[config.mk]
export PLATFORM = sky130hd
export DESIGN_NAME = ir_nec_frame_decoder_flat
export DESIGN_NICKNAME = d
export VERILOG_FILES = /design/src/rtl/ir_nec_frame_decoder_if.sv /design/src/rtl/ir_nec_frame_decoder.sv /design/src/flat_wrapper.sv
export SDC_FILE = /design/constraint.sdc
export NUM_CORES = 1
export LEC_CHECK = 0
export ABC_AREA = 1
export BUFFER_PORTS_ARGS = -buffer_cell sky130_fd_sc_hd__buf_4
export CORE_UTILIZATION = 65
export DETAILED_ROUTE_END_ITERATION = 8
export HOLD_SLACK_MARGIN = 0.08
export PLACE_DENSITY = 0.85
export SYNTH_ARGS = -nofsm -noshare
export SYNTH_HDL_FRONTEND = slang
export SYNTH_SLANG_ARGS = --single-unit
[constraint.sdc]
create_clock -name clk -period 4.1 [get_ports clk]
set_input_delay 1.23 -clock clk [delete_from_list [all_inputs] [get_ports clk]]
set_output_delay 1.23 -clock clk [all_outputs]
set_load 0.005 [all_outputs]
[src/rtl/ir_nec_frame_decoder_if.sv]
// Output bundle of the NEC frame decoder. The demodulated IR input is also carried here
// so that one interface instance covers everything except clock and reset.
interface ir_nec_frame_decoder_if;
  logic        ir;
  logic [31:0] data;
  logic        data_ready;
  logic        cmd_ok;
  logic        repeat_pulse;
  logic        err_pulse;
  logic        busy;

  // Decoder side: consumes the IR pin and produces the frame outputs
  modport master (
    input  ir,
    output data,
    output data_ready,
    output cmd_ok,
    output repeat_pulse,
    output err_pulse,
    output busy
  );

  // Consumer side: the IRQ wrapper, or a bench that also drives the pin
  modport slave (
    output ir,
    input  data,
    input  data_ready,
    input  cmd_ok,
    input  repeat_pulse,
    input  err_pulse,
    input  busy
  );
endinterface

[src/rtl/ir_nec_frame_decoder.sv]
// NEC IR frame decoder.
// The raw pin is synchronised and glitch filtered. Phase lengths are then measured in
// 1 us ticks between filtered edges, and each phase is checked against the NEC timing
// windows. A complete frame is presented on a held 32-bit bus with a one-cycle ready
// pulse. Repeat codes and malformed frames each produce their own one-cycle pulse.
module ir_nec_frame_decoder #(
  parameter int unsigned CLK_FREQ_HZ = 50000000,
  parameter int unsigned GLITCH_CYC  = 100,
  parameter int unsigned TIMEOUT_US  = 12000
) (
  input  logic                   clk,
  input  logic                   reset_n,
  ir_nec_frame_decoder_if.master bus
);

  localparam int unsigned PRESC_TC = CLK_FREQ_HZ / 1000000 - 1;
  localparam int unsigned PRESC_W  = (PRESC_TC > 0) ? $clog2(PRESC_TC + 1) : 1;
  localparam int unsigned GLITCH_W = (GLITCH_CYC > 1) ? $clog2(GLITCH_CYC + 1) : 1;

  // Phase duration windows, in microseconds
  localparam logic [15:0] LEAD_LOW_MIN   = 16'd8000;
  localparam logic [15:0] LEAD_LOW_MAX   = 16'd10000;
  localparam logic [15:0] LEAD_SPACE_MIN = 16'd4000;
  localparam logic [15:0] LEAD_SPACE_MAX = 16'd5000;
  localparam logic [15:0] REP_SPACE_MIN  = 16'd1800;
  localparam logic [15:0] REP_SPACE_MAX  = 16'd2700;
  localparam logic [15:0] SHORT_MIN      = 16'd300;
  localparam logic [15:0] SHORT_MAX      = 16'd800;
  localparam logic [15:0] ONE_MIN        = 16'd1300;
  localparam logic [15:0] ONE_MAX        = 16'd2000;

  typedef enum logic [2:0] {
    S_IDLE,
    S_LEAD_LOW,
    S_LEAD_SPACE,
    S_BIT_BURST,
    S_BIT_SPACE,
    S_DATA_STOP,
    S_REP_STOP
  } state_t;

  logic [1:0]          sync_reg;
  logic                filt_reg;
  logic                filt_d_reg;
  logic [GLITCH_W-1:0] glitch_cnt_reg;
  logic [PRESC_W-1:0]  presc_reg;
  logic [15:0]         us_cnt_reg;
  state_t              state_reg;
  logic [4:0]          bit_idx_reg;
  logic [31:0]         shift_reg;
  logic [31:0]         data_reg;
  logic                cmd_ok_reg;
  logic                have_frame_reg;
  logic                ready_reg;
  logic                rep_reg;
  logic                err_reg;

  logic tick;
  logic fall_edge;
  logic rise_edge;
  logic any_edge;
  logic timed_out;

  function automatic logic in_win(input logic [15:0] d, input logic [15:0] lo,
                                  input logic [15:0] hi);
    return (d >= lo) && (d <= hi);
  endfunction

  assign tick      = (presc_reg == PRESC_W'(PRESC_TC));
  assign fall_edge = filt_d_reg & ~filt_reg;
  assign rise_edge = ~filt_d_reg & filt_reg;
  assign any_edge  = fall_edge | rise_edge;
  assign timed_out = ({16'd0, us_cnt_reg} > TIMEOUT_US);

  // Two-flop synchroniser for the asynchronous IR pin (idle level is high)
  always_ff @(posedge clk or negedge reset_n) begin
    if (!reset_n) sync_reg <= 2'b11;
    else          sync_reg <= {sync_reg[0], bus.ir};
  end

  // Glitch filter: the level flips only after GLITCH_CYC consecutive differing samples
  always_ff @(posedge clk or negedge reset_n) begin
    if (!reset_n) begin
      filt_reg       <= 1'b1;
      glitch_cnt_reg <= '0;
    end else if (sync_reg[1] == filt_reg) begin
      glitch_cnt_reg <= '0;
    end else if (glitch_cnt_reg == GLITCH_W'(GLITCH_CYC - 1)) begin
      filt_reg       <= sync_reg[1];
      glitch_cnt_reg <= '0;
    end else begin
      glitch_cnt_reg <= glitch_cnt_reg + GLITCH_W'(1);
    end
  end

  // Delayed copy of the filtered level for edge detection
  always_ff @(posedge clk or negedge reset_n) begin
    if (!reset_n) filt_d_reg <= 1'b1;
    else          filt_d_reg <= filt_reg;
  end

  // Prescaler producing one tick per microsecond
  always_ff @(posedge clk or negedge reset_n) begin
    if (!reset_n)  presc_reg <= '0;
    else if (tick) presc_reg <= '0;
    else           presc_reg <= presc_reg + PRESC_W'(1);
  end

  // Phase length counter: saturating, restarts on every filtered edge
  always_ff @(posedge clk or negedge reset_n) begin
    if (!reset_n)                            us_cnt_reg <= '0;
    else if (any_edge)                       us_cnt_reg <= '0;
    else if (tick && us_cnt_reg != 16'hFFFF) us_cnt_reg <= us_cnt_reg + 16'd1;
  end

  // Frame state machine: checks each completed phase and drives the registered outputs
  always_ff @(posedge clk or negedge reset_n) begin
    if (!reset_n) begin
      state_reg      <= S_IDLE;
      bit_idx_reg    <= '0;
      shift_reg      <= '0;
      data_reg       <= '0;
      cmd_ok_reg     <= 1'b0;
      have_frame_reg <= 1'b0;
      ready_reg      <= 1'b0;
      rep_reg        <= 1'b0;
      err_reg        <= 1'b0;
    end else begin
      ready_reg <= 1'b0;
      rep_reg   <= 1'b0;
      err_reg   <= 1'b0;
      if (any_edge) begin
        unique case (state_reg)
          S_IDLE: begin
            // A rising edge here is the tail of an aborted frame and is ignored
            if (fall_edge) state_reg <= S_LEAD_LOW;
          end
          S_LEAD_LOW: begin
            if (in_win(us_cnt_reg, LEAD_LOW_MIN, LEAD_LOW_MAX)) begin
              state_reg <= S_LEAD_SPACE;
            end else begin
              err_reg   <= 1'b1;
              state_reg <= S_IDLE;
            end
          end
          S_LEAD_SPACE: begin
            if (in_win(us_cnt_reg, LEAD_SPACE_MIN, LEAD_SPACE_MAX)) begin
              bit_idx_reg <= '0;
              state_reg   <= S_BIT_BURST;
            end else if (in_win(us_cnt_reg, REP_SPACE_MIN, REP_SPACE_MAX)) begin
              state_reg <= S_REP_STOP;
            end else begin
              err_reg   <= 1'b1;
              state_reg <= S_IDLE;
            end
          end
          S_BIT_BURST: begin
            if (in_win(us_cnt_reg, SHORT_MIN, SHORT_MAX)) begin
              state_reg <= S_BIT_SPACE;
            end else begin
              err_reg   <= 1'b1;
              state_reg <= S_IDLE;
            end
          end
          S_BIT_SPACE: begin
            // The space length encodes the bit value; bits arrive LSB first
            if (in_win(us_cnt_reg, SHORT_MIN, SHORT_MAX) ||
                in_win(us_cnt_reg, ONE_MIN, ONE_MAX)) begin
              shift_reg[bit_idx_reg] <= in_win(us_cnt_reg, ONE_MIN, ONE_MAX);
              if (bit_idx_reg == 5'd31) begin
                state_reg <= S_DATA_STOP;
              end else begin
                bit_idx_reg <= bit_idx_reg + 5'd1;
                state_reg   <= S_BIT_BURST;
              end
            end else begin
              err_reg   <= 1'b1;
              state_reg <= S_IDLE;
            end
          end
          S_DATA_STOP: begin
            // Only a complete frame with a valid stop burst is published
            if (in_win(us_cnt_reg, SHORT_MIN, SHORT_MAX)) begin
              data_reg       <= shift_reg;
              cmd_ok_reg     <= (shift_reg[31:24] == ~shift_reg[23:16]);
              ready_reg      <= 1'b1;
              have_frame_reg <= 1'b1;
            end else begin
              err_reg <= 1'b1;
            end
            state_reg <= S_IDLE;
          end
          S_REP_STOP: begin
            // A repeat is only meaningful once a frame has been received
            if (in_win(us_cnt_reg, SHORT_MIN, SHORT_MAX)) begin
              rep_reg <= have_frame_reg;
            end else begin
              err_reg <= 1'b1;
            end
            state_reg <= S_IDLE;
          end
          default: state_reg <= S_IDLE;
        endcase
      end else if (state_reg != S_IDLE && timed_out) begin
        err_reg   <= 1'b1;
        state_reg <= S_IDLE;
      end
    end
  end

  assign bus.data         = data_reg;
  assign bus.cmd_ok       = cmd_ok_reg;
  assign bus.data_ready   = ready_reg;
  assign bus.repeat_pulse = rep_reg;
  assign bus.err_pulse    = err_reg;
  assign bus.busy         = (state_reg != S_IDLE);

endmodule

[src/flat_wrapper.sv]
// flat-port wrapper written by rule: the top's interface ports become plain ports
module ir_nec_frame_decoder_flat 
#(
  parameter int unsigned CLK_FREQ_HZ = 50000000,
  parameter int unsigned GLITCH_CYC  = 100,
  parameter int unsigned TIMEOUT_US  = 12000
)
  (clk, reset_n, bus_ir, bus_data, bus_data_ready, bus_cmd_ok, bus_repeat_pulse, bus_err_pulse, bus_busy);
  ir_nec_frame_decoder_if bus_i ();
  input  logic clk;
  input  logic reset_n;
  input wire logic [$bits(bus_i.ir)-1:0] bus_ir;
  output wire logic [$bits(bus_i.data)-1:0] bus_data;
  output wire logic [$bits(bus_i.data_ready)-1:0] bus_data_ready;
  output wire logic [$bits(bus_i.cmd_ok)-1:0] bus_cmd_ok;
  output wire logic [$bits(bus_i.repeat_pulse)-1:0] bus_repeat_pulse;
  output wire logic [$bits(bus_i.err_pulse)-1:0] bus_err_pulse;
  output wire logic [$bits(bus_i.busy)-1:0] bus_busy;
  assign bus_i.ir = bus_ir;
  assign bus_data = bus_i.data;
  assign bus_data_ready = bus_i.data_ready;
  assign bus_cmd_ok = bus_i.cmd_ok;
  assign bus_repeat_pulse = bus_i.repeat_pulse;
  assign bus_err_pulse = bus_i.err_pulse;
  assign bus_busy = bus_i.busy;
  ir_nec_frame_decoder #(.CLK_FREQ_HZ(CLK_FREQ_HZ), .GLITCH_CYC(GLITCH_CYC), .TIMEOUT_US(TIMEOUT_US)) u_core (.clk(clk), .reset_n(reset_n), .bus(bus_i));
endmodule
==> out/metrics.csv <==
stage,metric,value,unit
run_status,status,finished clean,
sta,sum of negative setup slack,0,ns
global_routing,via count of the first global-routing pass,5225,
logic_synthesis,cell count after synthesis,793,
logic_synthesis,Post-Syn Nets,807,
sta,max-slew violations,0,
logic_synthesis,syn_area_per_cell,7.43,um^2
run,Max-cap violations,0,
pwr,register share of total power,63.3,%
min_path,Worst Hold Path EP,u_core.sync_reg[1]$_DFF_PN1_,
placement,number of buffer cells added on primary ports,39,
min_path,start point of the worst hold path,u_core.sync_reg[0]$_DFF_PN1_,
detailed_routing,initial detailed-routing violation count,349,
worst_setup_path,crit path DAT,2.98,ns
sta,Final period util,65.8,%
logic_synthesis,mux cell area share after synthesis,0,%
detailed_routing,routed vias/inst,5.80,
global_routing,Overall Global Routing Usage,32.2,%
clock_tree,maximum clock insertion buffer count,2,
clock_tree,number of buffers added by the clock tree synthesis step,9,
logic_synthesis,Post-synth EDFFs,0,
placement,pre-CTS WS,1.44,ns
pwr,net switching share of the total power,23.7,%
floorplanning,number of core rows,34,
detailed_routing,vias after detailed routing,5442,
floorplanning,Core ar.,8760,um^2
sta,Max Clk Rate,371,MHz
layout,"leading cell types in the layout, fill and taps excluded","sky130_fd_sc_hd__nand2_1 (294), sky130_fd_sc_hd__dfrtp_1 (106), sky130_fd_sc_hd__nor2_1 (96)",
sta,min Tclk post-route,2.70,ns
layout,final cell count without fillers,938,
worst_setup_path,required arrival time at the worst endpoint,4.38,ns
logic_synthesis,post-synthesis xor/xnor area fraction,2.38,%
logic_synthesis,Post-Synth Simple-Gate Area,37.9,%
pwr,clock network power share,35.0,%
logic_synthesis,number of different library cells in the post-synthesis netlist,34,
global_routing,maximum number of pins on one net before global-route repair,70,
floorplanning,Die Wd,97.2,um
sta,"Worst Setup Slack, final",1.40,ns
floorplanning,initial cell density of the core,67.3,%
worst_setup_path,capture point of the worst reg-to-reg path,u_core.bus.data[6]$_DFFE_PN0P_,
sta,"Hold Violations, Final",0,
clock_tree,clock-pin slew on the worst setup and hold paths,0.11,ns
floorplanning,total I/O pin count,40,
pwr,worst supply voltage drop on vdd,0.187,mV
floorplanning,floorplan die height,97.2,um
detailed_routing,first-pass iteration count of the detailed router,5,
pwr,switching pwr,408,uW
clock_tree,CTS tree,yes,
layout,Post-layout nets,840,
logic_synthesis,synthesized flop and latch total,110,
sta,setup repair after global routing missed its margin,false,
global_routing,total grt overflow,0,
worst_setup_path,slack of the worst reg-to-reg path,1.40,ns
placement,Routability Congestion,1.00,
detailed_routing,antenna violation net count after detailed routing,0,
logic_synthesis,portion of the post-synthesis area used by sequential elements,46.8,%
clock_tree,number of buffers inserted to repair setup after CTS,0,
logic_synthesis,main combinational cell family by area after synthesis,simple AND/OR/NAND/NOR gates,
layout,diode count,0,
worst_setup_path,worst setup path class,flop to flop,
layout,final core occ,73.0,%
layout,relative area change from synthesis to final layout,8.53,%
placement,number of placed instances with taps included,923,
clock_tree,cts repair resizes,0,
detailed_routing,Remaining DRCs,0,
pwr,internal power consumption,1.32,mW
pwr,total power divided by cell area,270,nW/um^2
logic_synthesis,share of synthesized flip-flops with an asynchronous set or reset,100,%
min_path,number of cells on the worst hold path,0,
placement,area after detailed placement,6230,um^2
clock_tree,count of clock tree sinks,110,
worst_setup_path,nature of the critical path endpoint,flop,
clock_tree,worst-skew pair later-pin latency,0.38,ns
floorplanning,die area,9450,um^2
detailed_routing,Wirelength per Cell,15.3,um
sta,Final setup viols,0,
layout,share of final-layout standard cells stronger than drive strength 1,10.4,%
logic_synthesis,prevailing post-synth register cell,sky130_fd_sc_hd__dfrtp_1,
logic_synthesis,adder-cell share of the synthesized area,2.33,%
logic_synthesis,total of warnings raised by yosys,0,
clock_tree,cell at the root of the clock tree,sky130_fd_sc_hd__clkbuf_8,
sta,largest clock skew in the final design,0.0140,ns
worst_setup_path,Critical Path Fanout Max,24,
worst_setup_path,worst reg2reg path startpoint,u_core.us_cnt_reg[6]$_DFFE_PN0P_,
worst_setup_path,Worst Setup Start Kind,flop,
placement,Detail Placement HPWL,10600,um
worst_setup_path,R2R cell count,11,
sta,Slew headroom,31.6,%
min_path,Min-Delay Path Class,flop to flop,
logic_synthesis,cell area after synthesis,5890,um^2
pwr,leakage power,3.40,nW
global_routing,first-pass GRT wire length,24500,um
pwr,combinational group share of total power,1.7,%
global_routing,number of antenna violations at the first check in global routing,0,
sta,transition time at the pin with the least slew margin,1.03,ns
clock_tree,maximum level of the CTS H-tree,3,
layout,"commonest non-fill, non-tap cell in the layout",sky130_fd_sc_hd__nand2_1,
logic_synthesis,Synth Area in Compound Gates,4.14,%
detailed_routing,wire length reported by the detailed router,14300,um
clock_tree,count of hold buffers inserted by post-cts repair,0,
layout,area of all placed cells without fillers,6400,um^2
[power groups by stage]
stage	registers, mW	clock network (mW)	logic, mW
floorplan	1.11	0	0.00559
global placement	1.11	0	0.0311
detailed placement	1.11	0	0.0322
CTS	1.09	0.603	0.0321
global route	1.09	0.648	0.0363
finish	1.09	0.604	0.0301
[per-layer routing]
| metal | track usage (%) | part of all wire [%] | vias to the layer above |
|---|---|---|---|
| met3 | 3.74 | 6.4 | 52 |
| met5 | 0 | 0 | - |
| met2 | 53.6 | 48 | 233 |
| li1 | - | - | 2589 |
| met1 | 41.5 | 41 | 2568 |
| met4 | 17.1 | 4.5 | 0 |
[cell usage after synthesis, types with 2 or more instances]
cell type / number / area share [%]
sky130_fd_sc_hd__nand2_2: 5 / 0.53
sky130_fd_sc_hd__nor3b_1: 2 / 0.25
sky130_fd_sc_hd__o21bai_1: 2 / 0.25
sky130_fd_sc_hd__inv_2: 10 / 0.64
sky130_fd_sc_hd__or2_2: 2 / 0.21
sky130_fd_sc_hd__a21oi_1: 12 / 1.0
sky130_fd_sc_hd__nand4_1: 13 / 1.4
sky130_fd_sc_hd__nand2_1: 294 / 19
sky130_fd_sc_hd__xor2_1: 6 / 0.89
sky130_fd_sc_hd__dfrtp_1: 106 / 45
sky130_fd_sc_hd__nor2_1: 96 / 6.1
sky130_fd_sc_hd__clkinv_1: 2 / 0.13
sky130_fd_sc_hd__nand3b_1: 3 / 0.38
sky130_fd_sc_hd__nor2_4: 2 / 0.38
sky130_fd_sc_hd__xnor2_1: 10 / 1.5
sky130_fd_sc_hd__nand3_1: 84 / 7.1
sky130_fd_sc_hd__o21ai_0: 21 / 1.8
sky130_fd_sc_hd__inv_1: 51 / 3.2
sky130_fd_sc_hd__buf_6: 7 / 1.3
sky130_fd_sc_hd__clkbuf_1: 7 / 0.45
sky130_fd_sc_hd__nor3_1: 17 / 1.4
sky130_fd_sc_hd__ha_1: 11 / 2.3
sky130_fd_sc_hd__a31oi_1: 4 / 0.42
sky130_fd_sc_hd__dfstp_2: 4 / 1.8
sky130_fd_sc_hd__a211oi_1: 2 / 0.25
sky130_fd_sc_hd__buf_2: 8 / 0.68
sky130_fd_sc_hd__nor4_1: 5 / 0.53
[critical path: stages (launching register included)]
cell	delay [ns]
sky130_fd_sc_hd__dfrtp_1	0.51
sky130_fd_sc_hd__nor2_4	0.24
sky130_fd_sc_hd__nand2_2	0.10
sky130_fd_sc_hd__inv_2	0.06
sky130_fd_sc_hd__nor2_1	0.04
sky130_fd_sc_hd__nand2_1	0.09
sky130_fd_sc_hd__nand3_2	0.18
sky130_fd_sc_hd__inv_2	0.10
sky130_fd_sc_hd__nand3_1	0.68
sky130_fd_sc_hd__buf_4	0.47
sky130_fd_sc_hd__nand2_1	0.07
sky130_fd_sc_hd__nand2_1	0.06
[kinds of logic after synthesis]
| kind of cell | count (synthesis) |
|---|---|
| compound gates | 44 |
| flops | 110 |
| xor+xnor | 16 |
| fa+ha+maj | 11 |
| simple gates | 527 |
| buf+inv | 85 |
[area by class of cell]
| cell class | instances | area (um^2) |
|---|---|---|
| Sequential cell | 110 | 2760 |
| Tap cell | 108 | 135 |
| Timing Repair Buffer | 44 | 343 |
| Fill cell | 677 | 2370 |
| Multi-Input combinational cell | 598 | 2760 |
| Clock inverter | 6 | 46.3 |
| Inverter | 63 | 236 |
| Clock buffer | 9 | 124 |
[worst max path at each step]
stage,cells after the start,from,slack [ns],end
global route,9,u_core.us_cnt_reg[14]$_DFFE_PN0P_,1.21,u_core.bus.data[6]$_DFFE_PN0P_
global placement,9,u_core.us_cnt_reg[14]$_DFFE_PN0P_,1.58,u_core.bus.data[13]$_DFFE_PN0P_
finish,11,u_core.us_cnt_reg[6]$_DFFE_PN0P_,1.40,u_core.bus.data[6]$_DFFE_PN0P_
floorplan,4,u_core.state_reg[1]$_DFFE_PN0P_,2.14,bus_busy
CTS,9,u_core.us_cnt_reg[14]$_DFFE_PN0P_,1.43,u_core.bus.data[6]$_DFFE_PN0P_
detailed placement,9,u_core.us_cnt_reg[14]$_DFFE_PN0P_,1.44,u_core.bus.data[13]$_DFFE_PN0P_
[metrics by stage]
stage	hold slack [ns]	total power, mW
6_report	0.365	1.72
2_1_floorplan	0.345	1.12
5_1_grt	0.368	1.78
3_3_place_gp	0.351	1.14
4_1_cts	0.367	1.73
3_5_place_dp	0.347	1.14
Note: power is estimated with default switching activity, not from simulation.
